<file path="config.mk">
export PLATFORM = sky130hd
export DESIGN_NAME = sc_io_timer
export DESIGN_NICKNAME = d
export VERILOG_FILES = /design/src/rtl/io_map_pkg.sv /design/src/rtl/sc_key_debounce.sv /design/src/rtl/sc_io_timer.sv
export SDC_FILE = /design/constraint.sdc
export NUM_CORES = 1
export LEC_CHECK = 0
export BUFFER_PORTS_ARGS = -buffer_cell sky130_fd_sc_hd__buf_4
export CAP_MARGIN = 20
export CELL_PAD_IN_SITES_DETAIL_PLACEMENT = 0
export CELL_PAD_IN_SITES_GLOBAL_PLACEMENT = 1
export CORE_AREA = 3 3 148 150
export CTS_CLUSTER_SIZE = 10
export DETAILED_ROUTE_END_ITERATION = 16
export DIE_AREA = 0 0 151 153
export PLACE_DENSITY_LB_ADDON = 0.1
export SETUP_SLACK_MARGIN = 0.15
export SKIP_CTS_REPAIR_TIMING = 1
export SLEW_MARGIN = 10
export SYNTH_ARGS = -nofsm -noshare
export SYNTH_HDL_FRONTEND = slang
export SYNTH_SLANG_ARGS = --single-unit
</file>
<file path="constraint.sdc">
create_clock -name clock -period 3 [get_ports clock]
set_clock_uncertainty 0.1 [all_clocks]
set_input_delay 0.6 -clock clock [delete_from_list [all_inputs] [get_ports clock]]
set_output_delay 0.6 -clock clock [all_outputs]
set_load 0.01 [all_outputs]
</file>
<file path="src/rtl/io_map_pkg.sv">
// Shared I/O register map for the timer/key block and the bus hub:
// window base, register offsets and CTRL/STATUS bit positions.
package io_map;

  localparam logic [31:0] IO_BASE_DEFAULT = 32'h0000_00C0;

  typedef enum logic [2:0] {
    OFF_CTRL   = 3'd0,
    OFF_LOAD   = 3'd1,
    OFF_COUNT  = 3'd2,
    OFF_STATUS = 3'd3,
    OFF_KEYS   = 3'd4
  } reg_off_e;

  localparam int CTRL_EN          = 0;
  localparam int CTRL_RELOAD      = 1;
  localparam int CTRL_TIE         = 2;
  localparam int CTRL_KIE         = 3;
  localparam int STATUS_EXP       = 0;
  localparam int STATUS_KEYEV_LSB = 4;

  typedef struct packed {
    logic kie;
    logic tie;
    logic reload;
    logic en;
  } ctrl_t;

  function automatic logic [31:0] pack_status(input logic exp_flag, input logic [3:0] keyev);
    logic [31:0] s;
    s = '0;
    s[STATUS_EXP] = exp_flag;
    s[STATUS_KEYEV_LSB +: 4] = keyev;
    return s;
  endfunction

endpackage

</file>
<file path="src/rtl/sc_key_debounce.sv">
// One push-button: 2-flop synchronizer into a stability counter that
// only accepts a new level after DB_CYCLES consecutive cycles.
module sc_key_debounce
#(
  parameter int DB_CYCLES = 250000
)
(
  input  logic clock,
  input  logic resetn,
  input  logic key_n,
  output logic level,
  output logic press
);

  localparam int CW = (DB_CYCLES > 1) ? $clog2(DB_CYCLES) : 1;
  localparam logic [CW-1:0] CNT_MAX = CW'(DB_CYCLES - 1);

  logic [1:0]    sync_q;
  logic [CW-1:0] stable_cnt;
  logic          pressed;
  logic          differ;
  logic          accept;

  always_ff @(posedge clock or negedge resetn) begin
    if (!resetn) sync_q <= 2'b11;
    else         sync_q <= {sync_q[0], key_n};
  end

  assign pressed = ~sync_q[1];
  assign differ  = (pressed != level);
  assign accept  = differ && (stable_cnt == CNT_MAX);
  assign press   = accept && pressed;

  // Any bounce back to the accepted level restarts the stability count.
  always_ff @(posedge clock or negedge resetn) begin
    if (!resetn) begin
      stable_cnt <= '0;
      level      <= 1'b0;
    end else if (!differ) begin
      stable_cnt <= '0;
    end else if (accept) begin
      stable_cnt <= '0;
      level      <= pressed;
    end else begin
      stable_cnt <= stable_cnt + 1'b1;
    end
  end

endmodule

</file>
<file path="src/rtl/sc_io_timer.sv">
// Memory-mapped down-counting timer with prescaler, auto-reload and
// four debounced push-buttons, sharing one interrupt line.
module sc_io_timer
  import io_map::*;
#(
  parameter logic [31:0] IO_BASE   = IO_BASE_DEFAULT,
  parameter int          PRESC     = 50000,
  parameter int          DB_CYCLES = 250000
)
(
  input  logic        clock,
  input  logic        resetn,
  input  logic [31:0] addr,
  input  logic [31:0] datain,
  input  logic        we,
  output logic [31:0] dataout,
  output logic        hit,
  input  logic [3:0]  KEY,
  output logic        irq
);

  localparam int PW = (PRESC > 1) ? $clog2(PRESC) : 1;
  localparam logic [PW-1:0] PRESC_MAX = PW'(PRESC - 1);

  ctrl_t         ctrl;
  logic [31:0]   load;
  logic [31:0]   count;
  logic [31:0]   count_next;
  logic          exp_flag;
  logic          exp_next;
  logic          exp_set;
  logic [3:0]    keyev;
  logic [3:0]    keyev_next;
  logic [3:0]    keys;
  logic [3:0]    key_press;
  logic [PW-1:0] presc_cnt;
  logic          tick;
  logic [31:0]   win_off;
  logic [2:0]    reg_sel;
  logic          wr;
  logic          status_wr;
  logic [31:0]   rd_data;

  assign win_off   = addr - IO_BASE;
  assign hit       = (addr >= IO_BASE) && (win_off < 32'd32);
  assign reg_sel   = addr[4:2];
  assign wr        = we && hit;
  assign status_wr = wr && (reg_sel == OFF_STATUS);

  for (genvar k = 0; k < 4; k++) begin : g_key
    sc_key_debounce #(.DB_CYCLES(DB_CYCLES)) u_db (
      .clock  (clock),
      .resetn (resetn),
      .key_n  (KEY[k]),
      .level  (keys[k]),
      .press  (key_press[k])
    );
  end

  assign tick = ctrl.en && (presc_cnt == PRESC_MAX);

  always_ff @(posedge clock or negedge resetn) begin
    if (!resetn)               presc_cnt <= '0;
    else if (!ctrl.en || tick) presc_cnt <= '0;
    else                       presc_cnt <= presc_cnt + 1'b1;
  end

  // A CPU store to COUNT overrides a coincident tick entirely, EXP included.
  always_comb begin
    count_next = count;
    exp_set    = 1'b0;
    if (wr && (reg_sel == OFF_COUNT)) begin
      count_next = datain;
    end else if (tick) begin
      if (count != 32'd0) begin
        count_next = count - 32'd1;
        exp_set    = (count == 32'd1);
      end else if (ctrl.reload) begin
        count_next = load;
        exp_set    = 1'b1;
      end
    end
  end

  assign exp_next   = (exp_flag & ~(status_wr & datain[STATUS_EXP])) | exp_set;
  assign keyev_next = (keyev & ~({4{status_wr}} & datain[STATUS_KEYEV_LSB +: 4])) | key_press;

  always_ff @(posedge clock or negedge resetn) begin
    if (!resetn) begin
      ctrl     <= '0;
      load     <= '0;
      count    <= '0;
      exp_flag <= 1'b0;
      keyev    <= '0;
      irq      <= 1'b0;
    end else begin
      if (wr && (reg_sel == OFF_CTRL)) ctrl <= ctrl_t'(datain[3:0]);
      if (wr && (reg_sel == OFF_LOAD)) load <= datain;
      count    <= count_next;
      exp_flag <= exp_next;
      keyev    <= keyev_next;
      irq      <= (exp_flag & ctrl.tie) | ((|keyev) & ctrl.kie);
    end
  end

  always_comb begin
    rd_data = '0;
    case (reg_sel)
      OFF_CTRL:   rd_data = {28'd0, ctrl};
      OFF_LOAD:   rd_data = load;
      OFF_COUNT:  rd_data = count;
      OFF_STATUS: rd_data = pack_status(exp_flag, keyev);
      OFF_KEYS:   rd_data = {28'd0, keys};
      default:    rd_data = '0;
    endcase
    dataout = hit ? rd_data : 32'd0;
  end

endmodule

</file>
==> results of run 1 <==
per-layer routing:
metal	global-route usage	vias up	wire, µm
met2	0.343	124	11400
met5	0	-	0
li1	-	3825	-
met3	0.0406	15	816
met1	0.320	3785	12100
met4	0.0406	0	189
final cells by class:
cell class              instances  area, µm²
flip-flops and latches        174       4360
multi-input cells             741       4880
clock buffers                  19        453
well taps                     275        344
fillers                      1937       9310
inverters                      30        115
clock inverters                13        106
repair buffers                154       1250
stage by stage:
stage	instance area, µm²	hold WS, ps	cells
2_1_floorplan	9460	204	992
3_3_place_gp	10900	246	1372
3_5_place_dp	10900	249	1372
4_1_cts	11400	33.9	1404
5_1_grt	11500	47.2	1406
6_report	11500	24.7	1406
path summary, 6_finish.rpt:
check,startpoint,to,slack (ps),depth (start not counted)
max,addr[7],dataout[10],220,8
min reg2reg,g_key[1].u_db.sync_q[0]$_DFF_PN1_,g_key[1].u_db.sync_q[1]$_DFF_PN1_,260,0
max in group asynchronous,resetn,g_key[3].u_db.stable_cnt[16]$_DFF_PN0_,2030,2
min,resetn,presc_cnt[8]$_DFF_PN0_,20,1
min in group clock,KEY[3],g_key[3].u_db.sync_q[0]$_DFF_PN1_,180,1
max reg2reg,count[11]$_DFFE_PN0P_,count[12]$_DFFE_PN0P_,310,8
power groups by stage:
stage / Clock [µW] / Sequential, µW / Combinational (µW)
2_1_floorplan: 0 / 2420 / 78.1
3_3_place_gp: 0 / 2430 / 249
3_5_place_dp: 0 / 2430 / 249
4_1_cts: 2170 / 2380 / 251
5_1_grt: 2280 / 2380 / 283
6_report: 2120 / 2380 / 253
registers in the layout, indices dropped and copies added, names as in the netlist:
| register | cells |
|---|---|
| count | 32 |
| ctrl | 4 |
| exp_flag | 1 |
| g_key.u_db.level | 4 |
| g_key.u_db.stable_cnt | 72 |
| g_key.u_db.sync_q | 8 |
| irq | 1 |
| keyev | 4 |
| load | 32 |
| presc_cnt | 16 |
critical path, cell delays in order:
cell and delay, ps:
buf_4 140, a2111oi_4 390, xor2_1 110, o21ai_1 200
nand2_2 120, buf_12 170, nor2_1 190, buf_4 160
placed cells by master, fill, tap and decap left out, types with 9 or more instances in the layout:
master,Yosys,final
inv_1,29,29
o21ai_1,15,16
a22oi_1,29,29
nand2_1,64,63
nand3_1,43,43
a21oi_1,13,12
nor2_1,155,152
and2_1,10,10
o22ai_1,12,12
mux2_2,47,47
buf_4,2,145
nor4_1,17,17
o2bb2ai_1,9,9
and3_1,30,30
nor3_1,22,17
xor2_1,34,34
dfrtp_1,166,166
a211oi_1,17,16
nand4_1,26,26
xnor2_1,50,50
o21ai_0,28,27
clkbuf_16,0,17
kinds of logic after synthesis:
| family | Yosys count | share of synthesized area |
|---|---|---|
| simple gates | 420 | 0.223 |
| flops | 174 | 0.461 |
| compound gates | 173 | 0.128 |
| xor+xnor | 84 | 0.0778 |
| buf+inv | 77 | 0.0325 |
| mux | 56 | 0.0668 |
| fa+ha+maj | 8 | 0.0106 |
==> run_results.csv, run 1 <==
group,metric,value,unit
status,outcome,"finished clean",
yosys,synth_area,0.00946,mm²
global_route,grt_pass1_wl,40.9,mm
power,power.total,4750,µW
die,die_h,153,µm
cts,cts_root_buf,"clkbuf_16",
routing,via_per_inst,5.51,
sta,rsz0062_at_grt,"true",
routing,drt_iter0_markers,418,
power,pwr_density_cell,413,mW/mm²
yosys,yosysSeqAreaShare,0.461,
cts,h-tree-depth,4,
routing,wl,24.5,mm
yosys,yosysWarningCount,0,
sta,setup-tns-final,0,ps
power,seq_power_share,0.501,
power,cell_internal_pwr,3600,µW
worst_setup_path,worstPathArrival,2080,ps
global_route,grt_pass1_vias,7844,
cts,cts.sinks,174,
yosys,post-synth-top-count-cell,"dfrtp_1",
power,ir_drop,0.000260,V
routing,drcViolationCount,0,
yosys,synth_top_area_cell,"dfrtp_1",
global_route,antenna_found_initial,0,
hold_path,hold_path.class,"in2async",
cells_and_area,diodes,0,
worst_setup_path,crit_path_end_kind,"output port",
power,power_frac_clock,0.446,
power,power_switching,1150,µW
placed_design,place_ws,39.0,ps
sta,worst_slew_pin_slew,976,ps
global_route,gr-total-overflow,0,
power,power_frac_comb,0.053,
die,core,0.0208,mm²
routing,drt-wirelength-per-cell,17.4,µm
global_route,grt_max_degree,55,
yosys,synthCells,992,
power,swShare,0.243,
job,maxCapViolations,0,
cells_and_area,syn_to_final_growth,21.7,%
die,row_count,53,
sta,hold_viol,0,
yosys,synth.distinct_cells,68,
power,power.static_leakage,0.00494,µW
cts,insertion_delay,430,ps
yosys,netlist.area_leader.share,0.439,
die,io_pins,105,
routing,detail_route.first_pass.iterations,6,
yosys,synth.net_count,1071,
yosys,async_flop_share,1.00,
sta,setup_viol,0,
yosys,synth_area_leaders,"dfrtp_1, nor2_1, mux2_2, xnor2_1, xor2_1",
die,start_util,0.454,
yosys,synthFlopType,"dfrtp_1",
sta,post-route-period-util,0.927,
yosys,synth_common_cells,"dfrtp_1, nor2_1, nand2_1",
yosys,syn_area_per_cell,9.54,µm²
cts,cts_tree,"yes",
routing,vias,7749,
sta,slew_viol_final,0,
cts,clockBufferDepth,2,
cells_and_area,finalCoreUtilization,0.553,
die,die_w,151,µm
worst_setup_path,crit_path_start_kind,"input port",
routing,antenna_left,0,
worst_setup_path,crit_required,2300,ps
sta,min_period,2780,ps
cells_and_area,drive_gt1_frac,0.234,
placed_design,numPortBuffers,102,
die,die-area,0.0231,mm²
sta,setup_ws,219,ps
worst_setup_path,worstPathMaxFanout,9,
placed_design,hpwl,17.6,mm
placed_design,gp_congestion,0.826,
yosys,synth-seq-cells,174,
sta,fmax,360,MHz
worst_setup_path,path_class,"in2out",
global_route,track_usage,0.218,
cts,clk_pin_slew,70,ps
yosys,synth-edff-count,0,
sta,slew_headroom,0.347,
cells_and_area,nets,1197,
cts,numCtsBuffers,17,
Power figures use the tool's default switching activity.
==> run 2: changes to the inputs <==
==> constraint.sdc (replaced) <==
create_clock -name clock -period 3 [get_ports clock]
set_clock_uncertainty 0.1 [all_clocks]
set_input_delay 0.3 -clock clock [delete_from_list [all_inputs] [get_ports clock]]
set_output_delay 0.3 -clock clock [all_outputs]
set_load 0.01 [all_outputs]
==> run 2 against run 1 <==
The run now ends with hold timing left. First-iteration DRC count decreased by 3.1%. Sequential power is essentially flat. Clock power increased by 3%. Critical endpoint is now count[6]$_DFFE_PN0P_. Highest routed layer unchanged.
==> run_results.csv, run 2 (same netlist as run 1, synthesis figures left out) <==
group,metric,value,unit
sta,hold_viol,9,
worst_setup_path,slowest_delay,650,ps
global_route,track_usage,0.218,
worst_setup_path,path_buf_inv,2,
routing,antenna_left,0,
sta,setup_viol,0,
cells_and_area,largest_reg_flops,72,
sta,worst_slew_pin_slew,1070,ps
global_route,gr-total-overflow,0,
worst_setup_path,crit_path_start_kind,"flip-flop",
hold_path,min_from,"datain[28]",
cells_and_area,drive_gt1_frac,0.212,
cells_and_area,final_area,0.0115,mm²
die,io_pins,105,
sta,rsz0062_at_grt,"false",
power,power.total,4830,µW
sta,slew_viol_final,0,
cells_and_area,layout_common_cells,"dfrtp_1, nor2_1, buf_4, nand2_1, xnor2_1",
global_route,grt_use_met1,0.314,
global_route,grt_pass1_wl,40.7,mm
global_route,grt_pass1_vias,7728,
global_route,antenna_found_initial,0,
cells_and_area,final-instance-count-excl-fill,1407,
placed_design,hpwl,17.0,mm
global_route,use_met3,0.0359,
global_route,use_met2,0.350,
sta,min_period,2700,ps
worst_setup_path,r2r-start,"count[14]$_DFFE_PN0P_",
cts,numCtsBuffers,17,
sta,slew_headroom,0.287,
cells_and_area,largest-register,"g_key.u_db.stable_cnt",
cts,h-tree-depth,4,
sta,post-route-period-util,0.900,
placed_design,dp_cells,1360,
global_route,grt_max_degree,56,
job,maxCapViolations,0,
cells_and_area,nets,1198,
status,violations,"hold timing",
cts,cts_tree,"yes",
cts,cts_root_buf,"clkbuf_16",
die,die_h,153,µm
placed_design,numPortBuffers,102,
routing,drt-wirelength-per-cell,17.6,µm
sta,fin_hold_ws,-30.0,ps
cts,cts.sinks,174,
worst_setup_path,crit_slowest_cell,"or4_1",
sta,fmax,370,MHz
die,start_util,0.454,
routing,via_per_inst,5.59,
worst_setup_path,crit_path_end_kind,"flip-flop",
worst_setup_path,critical_path.most_common_cell,"buf_4",
die,core,0.0208,mm²
worst_setup_path,path_class,"reg2reg",
routing,drcViolationCount,0,
worst_setup_path,worstPathCellList,"or4_1, nor4_4, buf_4, nand4_2, buf_4, o21ai_2, o21ai_0, mux2_2",
cells_and_area,fill_cells,1921,
die,die_w,151,µm
routing,wl,24.7,mm
cells_and_area,layout_commonest_cell,"dfrtp_1",
sta,setup-tns-final,0,ps
global_route,grt-busiest-layer,"met2",
placed_design,gp_congestion,0.809,
worst_setup_path,crit_start,"count[14]$_DFFE_PN0P_",
worst_setup_path,worstPathMaxFanout,7,
cts,clk_pin_slew,70,ps
routing,vias,7864,
hold_path,hold_path.class,"in2reg",
power,ir_drop,0.000349,V
worst_setup_path,crit_family,"simple AND/OR/NAND/NOR gates",
cells_and_area,diodes,0,
worst_setup_path,worstPathArrival,2920,ps
power,power.static_leakage,0.00490,µW
placed_design,placed_cell_area,0.0107,mm²
power,pwr_density_cell,421,mW/mm²
die,row_count,53,
cts,insertion_delay,440,ps
worst_setup_path,crit_required,3220,ps
cells_and_area,reg_top3,"g_key.u_db.stable_cnt x72, count x32, load x32",
routing,drt_iter0_markers,405,
status,outcome,"finished with violations",
cts,clockBufferDepth,2,
cells_and_area,syn_to_final_growth,21.1,%
routing,detail_route.first_pass.iterations,5,
die,die-area,0.0231,mm²
-- run 2: power breakdown --
part / internal, µW / leakage [µW] / switching, µW
Combinational: 115 / 0.00237 / 143
Clock: 1200 / 0.000271 / 991
Sequential: 2370 / 0.00226 / 13.0
Total: 3680 / 0.00490 / 1150
-- run 2: cell type report --
type	count	area, µm²	share of cell area
multi-input cells	741	4820	0.420
flip-flops and latches	174	4360	0.381
repair buffers	155	1250	0.109
clock buffers	21	460	0.0402
well taps	275	344	0.0300
inverters	30	113	0.00983
clock inverters	11	110	0.00961
-- run 2: per-stage QoR --
stage	setup WS (ps)	util
6_report	299	0.550
5_1_grt	163	0.550
4_1_cts	189	0.543
3_5_place_dp	68.4	0.516
3_3_place_gp	55.2	0.516
2_1_floorplan	421	-
-- run 2: worst reg2reg max path: stages, from the launching register on --
cell and delay, ps:
dfrtp_1 430, or4_1 650, nor4_4 250, buf_4 200
nand4_2 120, buf_4 190, o21ai_2 260, o21ai_0 140
mux2_2 260
-- run 2: metal layers --
metal / vias to the layer above / wire length (µm)
met4: 0 / 179
met2: 140 / 11600
li1: 3822 / -
met3: 12 / 934
met1: 3890 / 12000
met5: - / 0
-- run 2: worst paths after layout --
kind | end | slack, ps | depth (start not counted)
max | count[6]$_DFFE_PN0P_ | 300 | 8
max reg2reg | count[6]$_DFFE_PN0P_ | 300 | 8
min | count[28]$_DFFE_PN0P_ | -30 | 3
min reg2reg | g_key[1].u_db.sync_q[1]$_DFF_PN1_ | 250 | 0
max in group asynchronous | count[19]$_DFFE_PN0P_ | 1730 | 3
min in group asynchronous | presc_cnt[10]$_DFF_PN0_ | 290 | 2
==> run 3: changes to the inputs <==
--- a/config.mk
+++ b/config.mk
@@ -5,14 +5,15 @@
 export SDC_FILE = /design/constraint.sdc
 export NUM_CORES = 1
 export LEC_CHECK = 0
+export ABC_AREA = 1
 export BUFFER_PORTS_ARGS = -buffer_cell sky130_fd_sc_hd__buf_4
 export CAP_MARGIN = 20
 export CELL_PAD_IN_SITES_DETAIL_PLACEMENT = 0
 export CELL_PAD_IN_SITES_GLOBAL_PLACEMENT = 1
-export CORE_AREA = 3 3 148 150
+export CORE_AREA = 3 3 162 164
 export CTS_CLUSTER_SIZE = 10
 export DETAILED_ROUTE_END_ITERATION = 16
-export DIE_AREA = 0 0 151 153
+export DIE_AREA = 0 0 165 167
 export PLACE_DENSITY_LB_ADDON = 0.1
 export SETUP_SLACK_MARGIN = 0.15
 export SKIP_CTS_REPAIR_TIMING = 1
==> run 3 against run 2 <==
The flow still finishes with violations (hold timing). Register-to-register slack improved by 150 ps. Synthesized area rose by 12%. Via count rose by 31%. Highest routed layer unchanged. Global-route usage rose by 0.42 points. Non-clock buffer count rose by 5. Combinational power rose by 34%. Largest power group unchanged.
==> run_results.csv, run 3 <==
group,metric,value,unit
yosys,yosysWarningCount,0,
die,core,0.0250,mm²
routing,via_per_inst,5.12,
routing,drt-wirelength-per-cell,15.0,µm
die,start_util,0.425,
die,io_pins,105,
power,power.total,4930,µW
status,outcome,"finished with violations",
yosys,synth-edff-count,0,
global_route,track_usage,0.223,
worst_setup_path,worstPathMaxFanout,7,
cells_and_area,diodes,0,
placed_design,dp_cells,1949,
cts,cts_root_buf,"clkbuf_16",
die,row_count,58,
worst_setup_path,r2r_slack,450,ps
placed_design,numPortBuffers,102,
yosys,yosysSeqAreaShare,0.410,
global_route,antenna_found_initial,0,
cells_and_area,layout_common_cells,"nand2_1, nor2_1, dfrtp_1, inv_1, buf_4",
sta,hold_viol,7,
yosys,syn_area_per_cell,6.93,µm²
sta,setup_viol,0,
cells_and_area,multi_input_area,0.00552,mm²
sta,fin_hold_ws,-24.4,ps
cts,cts_tree,"yes",
worst_setup_path,crit_path_end_kind,"output port",
routing,vias,10299,
cts,numCtsBuffers,17,
cells_and_area,ff_latch_area,0.00436,mm²
global_route,grt_pass1_vias,9887,
sta,slew_headroom,0.445,
sta,setup-tns-final,0,ps
sta,setup_ws,279,ps
yosys,synth-seq-cells,174,
routing,detail_route.first_pass.iterations,5,
cts,clk_pin_slew,70,ps
cts,cts.sinks,174,
routing,drt_iter0_markers,598,
yosys,synth.distinct_cells,42,
cts,insertion_delay,440,ps
routing,antenna_left,0,
job,maxCapViolations,0,
placed_design,place_ws,68.3,ps
placed_design,hpwl,21.5,mm
sta,worst_slew_pin_slew,832,ps
cells_and_area,layout_commonest_cell,"nand2_1",
yosys,async_flop_share,1.00,
sta,fmax,367,MHz
routing,drcViolationCount,0,
routing,wl,30.2,mm
cells_and_area,drive_gt1_frac,0.128,
worst_setup_path,worstPathArrival,2320,ps
yosys,netlist.area_leader.share,0.390,
yosys,synth.net_count,1614,
yosys,synthFlopType,"dfrtp_1",
die,die_h,167,µm
cts,h-tree-depth,4,
yosys,synth_common_cells,"nand2_1, nor2_1, dfrtp_1",
global_route,gr-total-overflow,0,
status,violations,"hold timing",
yosys,synthCells,1535,
sta,post-route-period-util,0.907,
hold_path,worstHoldPathCells,3,
worst_setup_path,crit_required,2600,ps
die,die_w,165,µm
placed_design,gp_congestion,0.867,
sta,rsz0062_at_grt,"true",
yosys,synth_area_leaders,"dfrtp_1, nand2_1, nor2_1, inv_1, nand3_1",
yosys,synth_area,0.0106,mm²
cells_and_area,reg_top3,"g_key.u_db.stable_cnt x72, count x32, load x32",
sta,min_period,2720,ps
cells_and_area,final-instance-count-excl-fill,2011,
hold_path,hold_path.class,"in2reg",
sta,slew_viol_final,0,
cells_and_area,largest_reg_flops,72,
cells_and_area,syn_to_final_growth,20.7,%
cells_and_area,nets,1747,
yosys,post-synth-top-count-cell,"nand2_1",
global_route,grt_pass1_wl,50.3,mm
die,die-area,0.0276,mm²
global_route,grt_max_degree,84,
cts,clockBufferDepth,2,
cells_and_area,fill_cells,2541,
worst_setup_path,crit_path_start_kind,"input port",
yosys,synth_top_area_cell,"dfrtp_1",
power,pwr_density_cell,384,mW/mm²
power,power.static_leakage,0.00606,µW
worst_setup_path,reg2reg_depth,14,
cells_and_area,largest-register,"g_key.u_db.stable_cnt",
worst_setup_path,path_class,"in2out",
power,ir_drop,0.000353,V
==> run 3: cell count changes after synthesis, sizes merged, moves of 35 or more <==
cell / change
nor2: +59
a21oi: +65
mux2: -47
nand3: +67
nand2: +404
inv: +137
xnor2: -35
==> run 3: per-layer routing <==
metal	global-route usage	up-vias	wire length, µm
li1	-	5255	-
met5	0	-	0
met1	0.317	4825	14500
met2	0.354	199	13900
met3	0.0458	20	1540
met4	0.0401	0	257
==> run 3: path summary, 6_finish.rpt <==
path / to / startpoint
min in group asynchronous: presc_cnt[12]$_DFF_PN0_ / resetn
max in group asynchronous: g_key[3].u_db.sync_q[0]$_DFF_PN1_ / resetn
max: dataout[4] / addr[9]
max reg2reg: count[30]$_DFFE_PN0P_ / count[24]$_DFFE_PN0P_
min: load[16]$_DFFE_PN0P_ / datain[16]
min reg2reg: g_key[2].u_db.sync_q[1]$_DFF_PN1_ / g_key[2].u_db.sync_q[0]$_DFF_PN1_
==> run 3: cell type report <==
class | count | share of cell area
inverter | 167 | 0.0490
clock buffer | 19 | 0.0337
clock inverter | 13 | 0.0110
tap | 330 | 0.0322
multi-input combinational | 1148 | 0.430
sequential | 174 | 0.340
timing repair buffer | 160 | 0.104
==> run 3: stage by stage <==
stage / utilization / instance area (µm²)
finish: 0.513 / 12800
global route: 0.513 / 12800
CTS: 0.496 / 12400
detailed placement: 0.473 / 11800
global placement: 0.473 / 11800
floorplan: - / 10600
==> run 3: report_power, final <==
group	internal [µW]	total [µW]	leakage (µW)	switching, µW
combinational	137	345	0.00351	209
sequential	2370	2380	0.00226	12.1
clock	1120	2200	0.000282	1090
total	3620	4930	0.00606	1310
==> run 3: cells by family (layout without fill, tap and decap cells) <==
group | after synthesis | in the layout | share of synthesized area
flip-flops | 174 | 174 | 0.410
buffers and inverters | 214 | 359 | 0.0830
adder cells (fa/ha/maj) | 8 | 8 | 0.00941
XOR/XNOR | 37 | 37 | 0.0305
AO/OA/AOI/OAI | 152 | 153 | 0.0812
AND/OR/NAND/NOR | 950 | 950 | 0.386
==> run 3: worst max-delay path: stages <==
cell and delay [ps]:
buf_4 120, nor2_1 130, nand2_1 60, nor2_1 80
buf_4 150, nand2_1 50, nand2_1 90, nand2_1 50
nor2_1 90, nand2_1 60, nor2_1 120, nand3_1 130
nor2_4 190, o21ai_4 170, buf_12 200, a31oi_2 150
buf_4 160
